$ cat src/rtl/mem_arb_pkg.sv
// Shared types and line geometry for the memory-port arbiter, both caches and the memory model.
package mem_arb_pkg;

    localparam int LINE_ADDR_W = 28;
    localparam int LINE_DATA_W = 128;

    typedef enum logic [1:0] {
        IDLE    = 2'd0,
        BUSY_I  = 2'd1,
        BUSY_D  = 2'd2,
        RELEASE = 2'd3
    } state_e;

    typedef enum logic {
        GNT_I = 1'b0,
        GNT_D = 1'b1
    } grant_e;

endpackage

$ cat src/rtl/rr_arb2.sv
// Two-way combinational round-robin pick; bit 0 = I side, bit 1 = D side.
module rr_arb2
    import mem_arb_pkg::*;
(
    input  logic [1:0] req_i,
    input  grant_e     last_i,
    output logic [1:0] gnt_o
);

    always_comb begin
        gnt_o = 2'b00;
        case (req_i)
            2'b01:   gnt_o = 2'b01;
            2'b10:   gnt_o = 2'b10;
            // on a tie the side that was not served last wins
            2'b11:   gnt_o = (last_i == GNT_I) ? 2'b10 : 2'b01;
            default: gnt_o = 2'b00;
        endcase
    end

endmodule

$ cat src/rtl/mem_port_arbiter.sv
// Shares one off-chip line port between I-cache and D-cache refills/write-backs, one
// transaction at a time, round-robin on ties, with a dead RELEASE cycle after each.
module mem_port_arbiter
    import mem_arb_pkg::*;
#(
    parameter int ADDR_W  = LINE_ADDR_W,
    parameter int DATA_W  = LINE_DATA_W,
    parameter bit D_FIRST = 1'b1
) (
    input  logic              clk,
    input  logic              rst,
    input  logic              i_read,
    input  logic [ADDR_W-1:0] i_addr,
    output logic [DATA_W-1:0] i_rdata,
    output logic              i_ready,
    input  logic              d_read,
    input  logic              d_write,
    input  logic [ADDR_W-1:0] d_addr,
    input  logic [DATA_W-1:0] d_wdata,
    output logic [DATA_W-1:0] d_rdata,
    output logic              d_ready,
    output logic              mem_read,
    output logic              mem_write,
    output logic [ADDR_W-1:0] mem_addr,
    output logic [DATA_W-1:0] mem_wdata,
    input  logic [DATA_W-1:0] mem_rdata,
    input  logic              mem_ready
);

    localparam grant_e LAST_RST = D_FIRST ? GNT_I : GNT_D;

    state_e            state_q,     state_d;
    grant_e            last_q,      last_d;
    logic              mem_read_q,  mem_read_d;
    logic              mem_write_q, mem_write_d;
    logic [ADDR_W-1:0] mem_addr_q,  mem_addr_d;
    logic [DATA_W-1:0] mem_wdata_q, mem_wdata_d;
    logic [1:0]        gnt;

    rr_arb2 u_rr_arb2 (
        .req_i  ({d_read | d_write, i_read}),
        .last_i (last_q),
        .gnt_o  (gnt)
    );

    always_ff @(posedge clk or posedge rst) begin
        if (rst) begin
            state_q     <= IDLE;
            last_q      <= LAST_RST;
            mem_read_q  <= 1'b0;
            mem_write_q <= 1'b0;
            mem_addr_q  <= '0;
            mem_wdata_q <= '0;
        end else begin
            state_q     <= state_d;
            last_q      <= last_d;
            mem_read_q  <= mem_read_d;
            mem_write_q <= mem_write_d;
            mem_addr_q  <= mem_addr_d;
            mem_wdata_q <= mem_wdata_d;
        end
    end

    always_comb begin
        state_d     = state_q;
        last_d      = last_q;
        mem_read_d  = mem_read_q;
        mem_write_d = mem_write_q;
        mem_addr_d  = mem_addr_q;
        mem_wdata_d = mem_wdata_q;
        case (state_q)
            IDLE: begin
                if (gnt[1]) begin
                    // a write-back goes first; a held read re-arbitrates afterwards
                    state_d     = BUSY_D;
                    mem_addr_d  = d_addr;
                    mem_wdata_d = d_wdata;
                    mem_write_d = d_write;
                    mem_read_d  = ~d_write;
                end else if (gnt[0]) begin
                    state_d     = BUSY_I;
                    mem_addr_d  = i_addr;
                    mem_wdata_d = '0;
                    mem_write_d = 1'b0;
                    mem_read_d  = 1'b1;
                end
            end
            BUSY_I: begin
                if (mem_ready) begin
                    state_d     = RELEASE;
                    last_d      = GNT_I;
                    mem_read_d  = 1'b0;
                    mem_write_d = 1'b0;
                end
            end
            BUSY_D: begin
                if (mem_ready) begin
                    state_d     = RELEASE;
                    last_d      = GNT_D;
                    mem_read_d  = 1'b0;
                    mem_write_d = 1'b0;
                end
            end
            RELEASE: state_d = IDLE;
            default: state_d = IDLE;
        endcase
    end

    assign i_ready   = (state_q == BUSY_I) & mem_ready;
    assign d_ready   = (state_q == BUSY_D) & mem_ready;
    assign i_rdata   = mem_rdata;
    assign d_rdata   = mem_rdata;
    assign mem_read  = mem_read_q;
    assign mem_write = mem_write_q;
    assign mem_addr  = mem_addr_q;
    assign mem_wdata = mem_wdata_q;

endmodule

$ cat config.mk
export PLATFORM = sky130hd
export DESIGN_NAME = mem_port_arbiter
export DESIGN_NICKNAME = d
export VERILOG_FILES = /design/src/rtl/mem_arb_pkg.sv /design/src/rtl/rr_arb2.sv /design/src/rtl/mem_port_arbiter.sv
export SDC_FILE = /design/constraint.sdc
export NUM_CORES = 1
export LEC_CHECK = 0
export CORE_AREA = 3 3 284 286
export CTS_CLUSTER_SIZE = 20
export DETAILED_ROUTE_END_ITERATION = 6
export DIE_AREA = 0 0 287 289
export HOLD_SLACK_MARGIN = 0.1
export PLACE_DENSITY = 0.44
export RECOVER_POWER = 25
export SYNTH_ARGS = -nofsm -noshare
export SYNTH_HDL_FRONTEND = slang
export SYNTH_HIERARCHICAL = 1
export SYNTH_SLANG_ARGS = --single-unit
$ cat constraint.sdc
create_clock -name clk -period 6.1 [get_ports clk]
set_input_delay 1.22 -clock clk [delete_from_list [all_inputs] [get_ports clk]]
set_output_delay 1.22 -clock clk [all_outputs]
set_load 0.005 [all_outputs]
Yosys cells after proc, flatten, opt, wreduce, memory -nomap -nowiden
Cells that the tools add are included.
- output and inout port bits: 416
- bits in latches: 0
- bits in writable memories: 0
- memories kept: 0
- bits in read-only memories: 0
- word-level logic and storage cells: 48
- bits in registers: 161
- bitwise operators: 4
- equal/unequal tests: 10
- add/subtract/negate cells: 0
- magnitude comparators: 0
- multiplexer cells: 19
- multipliers: 0
- shifts and indexed selects: 0
- reductions and logical operators: 9
- div/mod/pow operators: 0
- operators with widths (cell ; count):
    two-way mux 128 bit ; 2
    two-way mux 28 bit ; 2
    one-hot mux 2 bit (3 select lines) ; 2
    == test 2 bit (second input constant) ; 4
    two-way mux 2 bit ; 4
    two-way mux 1 bit ; 6
    one-hot mux 1 bit (2 select lines) ; 3
    AND reduction 3 bit ; 2
    nonzero test 2 bit ; 3
    == test 2 x 1 -> 1 bit (second input constant) ; 2
    inequality test 2 bit (second input constant) ; 2
    AND reduction 2 bit ; 2
    inequality test 3 bit (second input constant) ; 1
    bitwise AND 1 bit ; 2
    zero test 2 bit ; 1
    inequality test 2 x 1 -> 1 bit (second input constant) ; 1
    OR reduction 2 bit ; 1
    NOT 1 bit ; 1
    OR 1 bit ; 1

Depth between registers and ports, before layout
- depth in word-level cells: 6
- depth in mapped cells: 8
- mapped depth without buffers: 5

Modules after synthesis
The synthesis kept the hierarchy.
- by module, submodules not included (module ; instances ; area each (µm²) ; cells each):
    mem_port_arbiter ; 1 ; 8094.0 ; 701
    rr_arb2 ; 1 ; 18.8 ; 3

Worst setup path before layout
No wires, ideal clock.
- path kind: input to output
- start: in mem_ready
- end: out d_ready
- stages on the path: 1
- path slack: 3.525 ns
- arrival time: 1.355 ns
- cell sequence: and2_1
- cells in the longest elaborated chain, start to end: 1
- RTL lines (what ; RTL line ; text):
    from (decl) ; mem_port_arbiter.sv:27 ; input logic mem_ready
    bitwise AND 1 bit ; mem_port_arbiter.sv:110 ; assign d_ready = (state_q == BUSY_D) & mem_ready;
    to (decl) ; mem_port_arbiter.sv:21 ; output logic d_ready,
Every way passes these cells.

==> results.txt <==
----------------------------------------------------
[Finish]
  Multi-input gate area ... 0.001882 mm²
  Most common cell after layout, fill and taps aside ... sky130_fd_sc_hd__clkdlybuf4s50_1
  Count of filler cells inserted in the layout ... 8779
  Layout Nets ... 1105
  Layout cell share with drive strength beyond 1 ... 5.528%
  Area delta synth->final ... 41.18%
  Commonest non-fill, non-tap cells in the layout ... sky130_fd_sc_hd__clkdlybuf4s50_1, sky130_fd_sc_hd__dfrtp_1, sky130_fd_sc_hd__a22o_1
  Count of antenna diodes in the layout ... 0
  Storage element area ... about 0.0040 mm²

[Detailed routing]
  Post-detailed-route DRC marker count ... 0
  ANT nets after route ... 0
  Final wirelength ... 25970 µm
  Wire length per cell ... 14.07 µm
  Router iterations before antenna repair ... 4
  First DRT Iteration DRCs ... 163
  Number of vias after detailed routing ... 5277
  Vias/cell ... 2.859

[Worst setup path]
  Cell breakdown of the critical path ... dlygate4sd3_1 -> clkinvlp_2
  Data arrival time of the critical path ... 3.83 ns
  Slowest cell on crit path ... sky130_fd_sc_hd__clkinvlp_2
  Critical path start-end classification ... in2async
  Delay of the slowest cell on the worst path ... 1.93 ns
  RR Startpoint ... last_q
  Reg2Reg Capture Point ... mem_wdata[35]
  Worst Setup Start Kind ... primary input
  Critical path capture point type ... async pin
  Number of cell instances on the worst register-to-register path ... 5
  CP Max Fanout ... 73
  Top cell family by delay on the critical path ... buffers and inverters
  Worst setup slack for register-to-register paths ... 3.33 ns
  Crit path required time ... slightly above 6 ns
  Number of buffers and inverters on the critical path ... 2

[Clock network]
  Register clock-pin slew on the reported worst setup and hold paths ... around 0.08 ns
  Setup fix buffers added after clock tree synthesis ... 0
  Clock tree from TritonCTS ... yes
  Number of sinks on the clock net ... about 160
  Library cell used as clock root buffer ... sky130_fd_sc_hd__clkbuf_16
  Largest buffer count on any clock path ... 2
  TritonCTS buffer count ... 17
  Hold buffer count at CTS ... 0
  Skew-Pair Late Insertion Delay ... 0.47 ns
  Number of gates resized after cts ... 0
  Number of H-tree branching levels ... 4

[Floorplan]
  Die outline area ... 0.08294 mm²
  Floorplan row count ... 103
  Die height ... 289 µm
  Starting utilization of the core area ... about a tenth
  Chip width ... 287 µm
  I/O pin total ... 734
  Placeable core region ... 0.07861 mm²

[STA]
  RSZ-0062 raised after global routing ... no
  Final total negative setup slack ... 0 ns
  Clock period minus final worst setup slack ... around 3.8 ns
  Final Hold Slack ... 0.4810 ns
  Pins Over Slew Limit ... 73
  Ratio of final minimum period to clock period ... 62.92%
  Max transition margin ... -134.2%
  Setup-failing EPs final ... 0
  Maximum clock skew at final layout ... 0.009370 ns
  FMAX ... 260.6 MHz
  Least-Margin Pin Slew ... 3.494 ns
  Number of endpoints with negative hold slack in the final report ... 0

[GRT]
  GR Util met3 ... between 3 and 4%
  Antenna violations before repair ... 0
  Global-route wire length before repair ... about 37000 µm
  Global Route Usage Sum ... 6.193%
  Via count of the first global-routing pass ... 5728
  Global route hottest layer ... met2
  Pin count of the biggest net entering global routing ... between 100 and 150
  Global Route met2 Usage ... roughly 9.2%
  Met1 usage ... approximately 6.4%
  Leftover overflow at the end of global routing ... 0

[Hold path]
  Start point of the worst min-delay path ... mem_addr[20]
  Capture endpoint of the worst hold path ... mem_addr[20]
  Type of the most critical hold path ... reg2reg
  Cell depth of the worst min-delay path ... 2

[Power]
  Areal power density over the cells ... 466.7 mW/mm²
  IR drop worst, VDD ... approximately 0.30 mV
  Leakage power ... around 4.6 nW
  PnR Total Power ... 5.345 mW

[Job]
  Total of max-cap violations ... 1

[Yosys]
  Post-synthesis sequential area ratio ... 49.66%
  Number of warnings printed during yosys synthesis ... 6
  Average cell area after synthesis ... 11.52 µm²
  Synthesized netlist net count ... 1026
  Number of distinct library cell variants in the gate-level netlist after synthesis ... 24
  Flip-flop and latch count after synthesis ... 161
  Post-synthesis instance total ... 704
  Cell Area, Synth ... 0.008113 mm²

[Outcome]
  Violations in the final reports ... capacitance limit, slew limit
  Result of the run ... finished with violations

[Placement]
  Final weighted congestion in routability-driven placement ... 0.7373
  HPWL after DPL ... 18770 µm
  Port buffer count ... 349

----------------------------------------------------
layer usage:
metal | vias to the layer above | share of wire (%)
met3 | 108 | 12
met2 | 352 | 45
li1 | 2332 | -
met1 | 2485 | 37
met5 | - | 0
met4 | 0 | 5.9
Yosys cell counts:
library cell | n | share of area, %
sky130_fd_sc_hd__nor2_1 | 2 | 0.093
sky130_fd_sc_hd__o21ai_0 | 31 | 1.9
sky130_fd_sc_hd__a21boi_0 | 1 | 0.093
sky130_fd_sc_hd__o22ai_1 | 1 | 0.077
sky130_fd_sc_hd__inv_1 | 7 | 0.32
sky130_fd_sc_hd__a21boi_1 | 1 | 0.093
sky130_fd_sc_hd__a21o_1 | 1 | 0.093
sky130_fd_sc_hd__clkbuf_1 | 2 | 0.093
sky130_fd_sc_hd__nor2b_1 | 3 | 0.23
sky130_fd_sc_hd__dfrtp_1 | 161 | 50
sky130_fd_sc_hd__o21ai_4 | 1 | 0.20
sky130_fd_sc_hd__o311ai_0 | 1 | 0.11
sky130_fd_sc_hd__a22o_1 | 128 | 14
sky130_fd_sc_hd__nand2b_1 | 1 | 0.077
sky130_fd_sc_hd__ha_1 | 4 | 0.62
sky130_fd_sc_hd__mux2_2 | 2 | 0.28
sky130_fd_sc_hd__a21oi_1 | 1 | 0.062
sky130_fd_sc_hd__buf_2 | 4 | 0.25
sky130_fd_sc_hd__nand2_1 | 32 | 1.5
sky130_fd_sc_hd__buf_4 | 288 | 27
sky130_fd_sc_hd__mux2i_1 | 28 | 3.5
sky130_fd_sc_hd__a2bb2oi_1 | 1 | 0.11
sky130_fd_sc_hd__and2_1 | 2 | 0.15
sky130_fd_sc_hd__or2_2 | 1 | 0.077
through the flow:
step	std cells	area [µm²]	utilization [%]	setup slack, ns
floorplan	704	8113	-	0.5317
global placement	1814	10840	13.78	1.875
detailed placement	1814	10840	13.78	1.864
CTS	1846	11460	14.57	2.418
global route	1846	11450	14.57	1.620
finish	1846	11450	14.57	2.262
cells by family (layout without fill, tap and decap cells):
group	Yosys count	in the layout	synth area share [%]
buffers and inverters	301	393	27.31
flip-flops	161	161	49.66
AO/OA/AOI/OAI	167	167	16.56
multiplexers	30	30	3.732
AND/OR/NAND/NOR	41	41	2.113
adder cells (fa/ha/maj)	4	4	0.6169
how the worst max path moves through the flow:
stage	startpoint	to	slack, ns	cells after the start
after floorplan	rst	last_q	0.53	1
after detailed placement	d_write	mem_write	1.86	8
after global placement	d_write	mem_write	1.88	8
after CTS	d_write	mem_write	2.42	8
after global routing	rst	mem_wdata[37]	1.62	2
final	rst	mem_wdata[54]	2.26	2
where the power goes:
group / switching (mW) / internal, mW / total [mW]
sequential: 0.291 / 1.56 / 1.86
clock: 0.543 / 0.625 / 1.17
combinational: 0.904 / 1.42 / 2.32
total: 1.74 / 3.61 / 5.34
flip-flops by register name, indices dropped and copies added (netlist names):
signal	flops
last_q	1
mem_read	1
state_q	2
mem_addr	28
mem_write	1
mem_wdata	128
cell type report:
type | instances | share of cell area [%]
clock buffers | 17 | 3.714
clock inverters | 15 | 1.704
inverters | 7 | 0.2403
multi-input cells | 242 | 16.43
flip-flops and latches | 161 | 35.18
well taps | 1050 | 11.47
repair buffers | 354 | 31.26
Note: power is estimated with default switching activity, not from simulation.
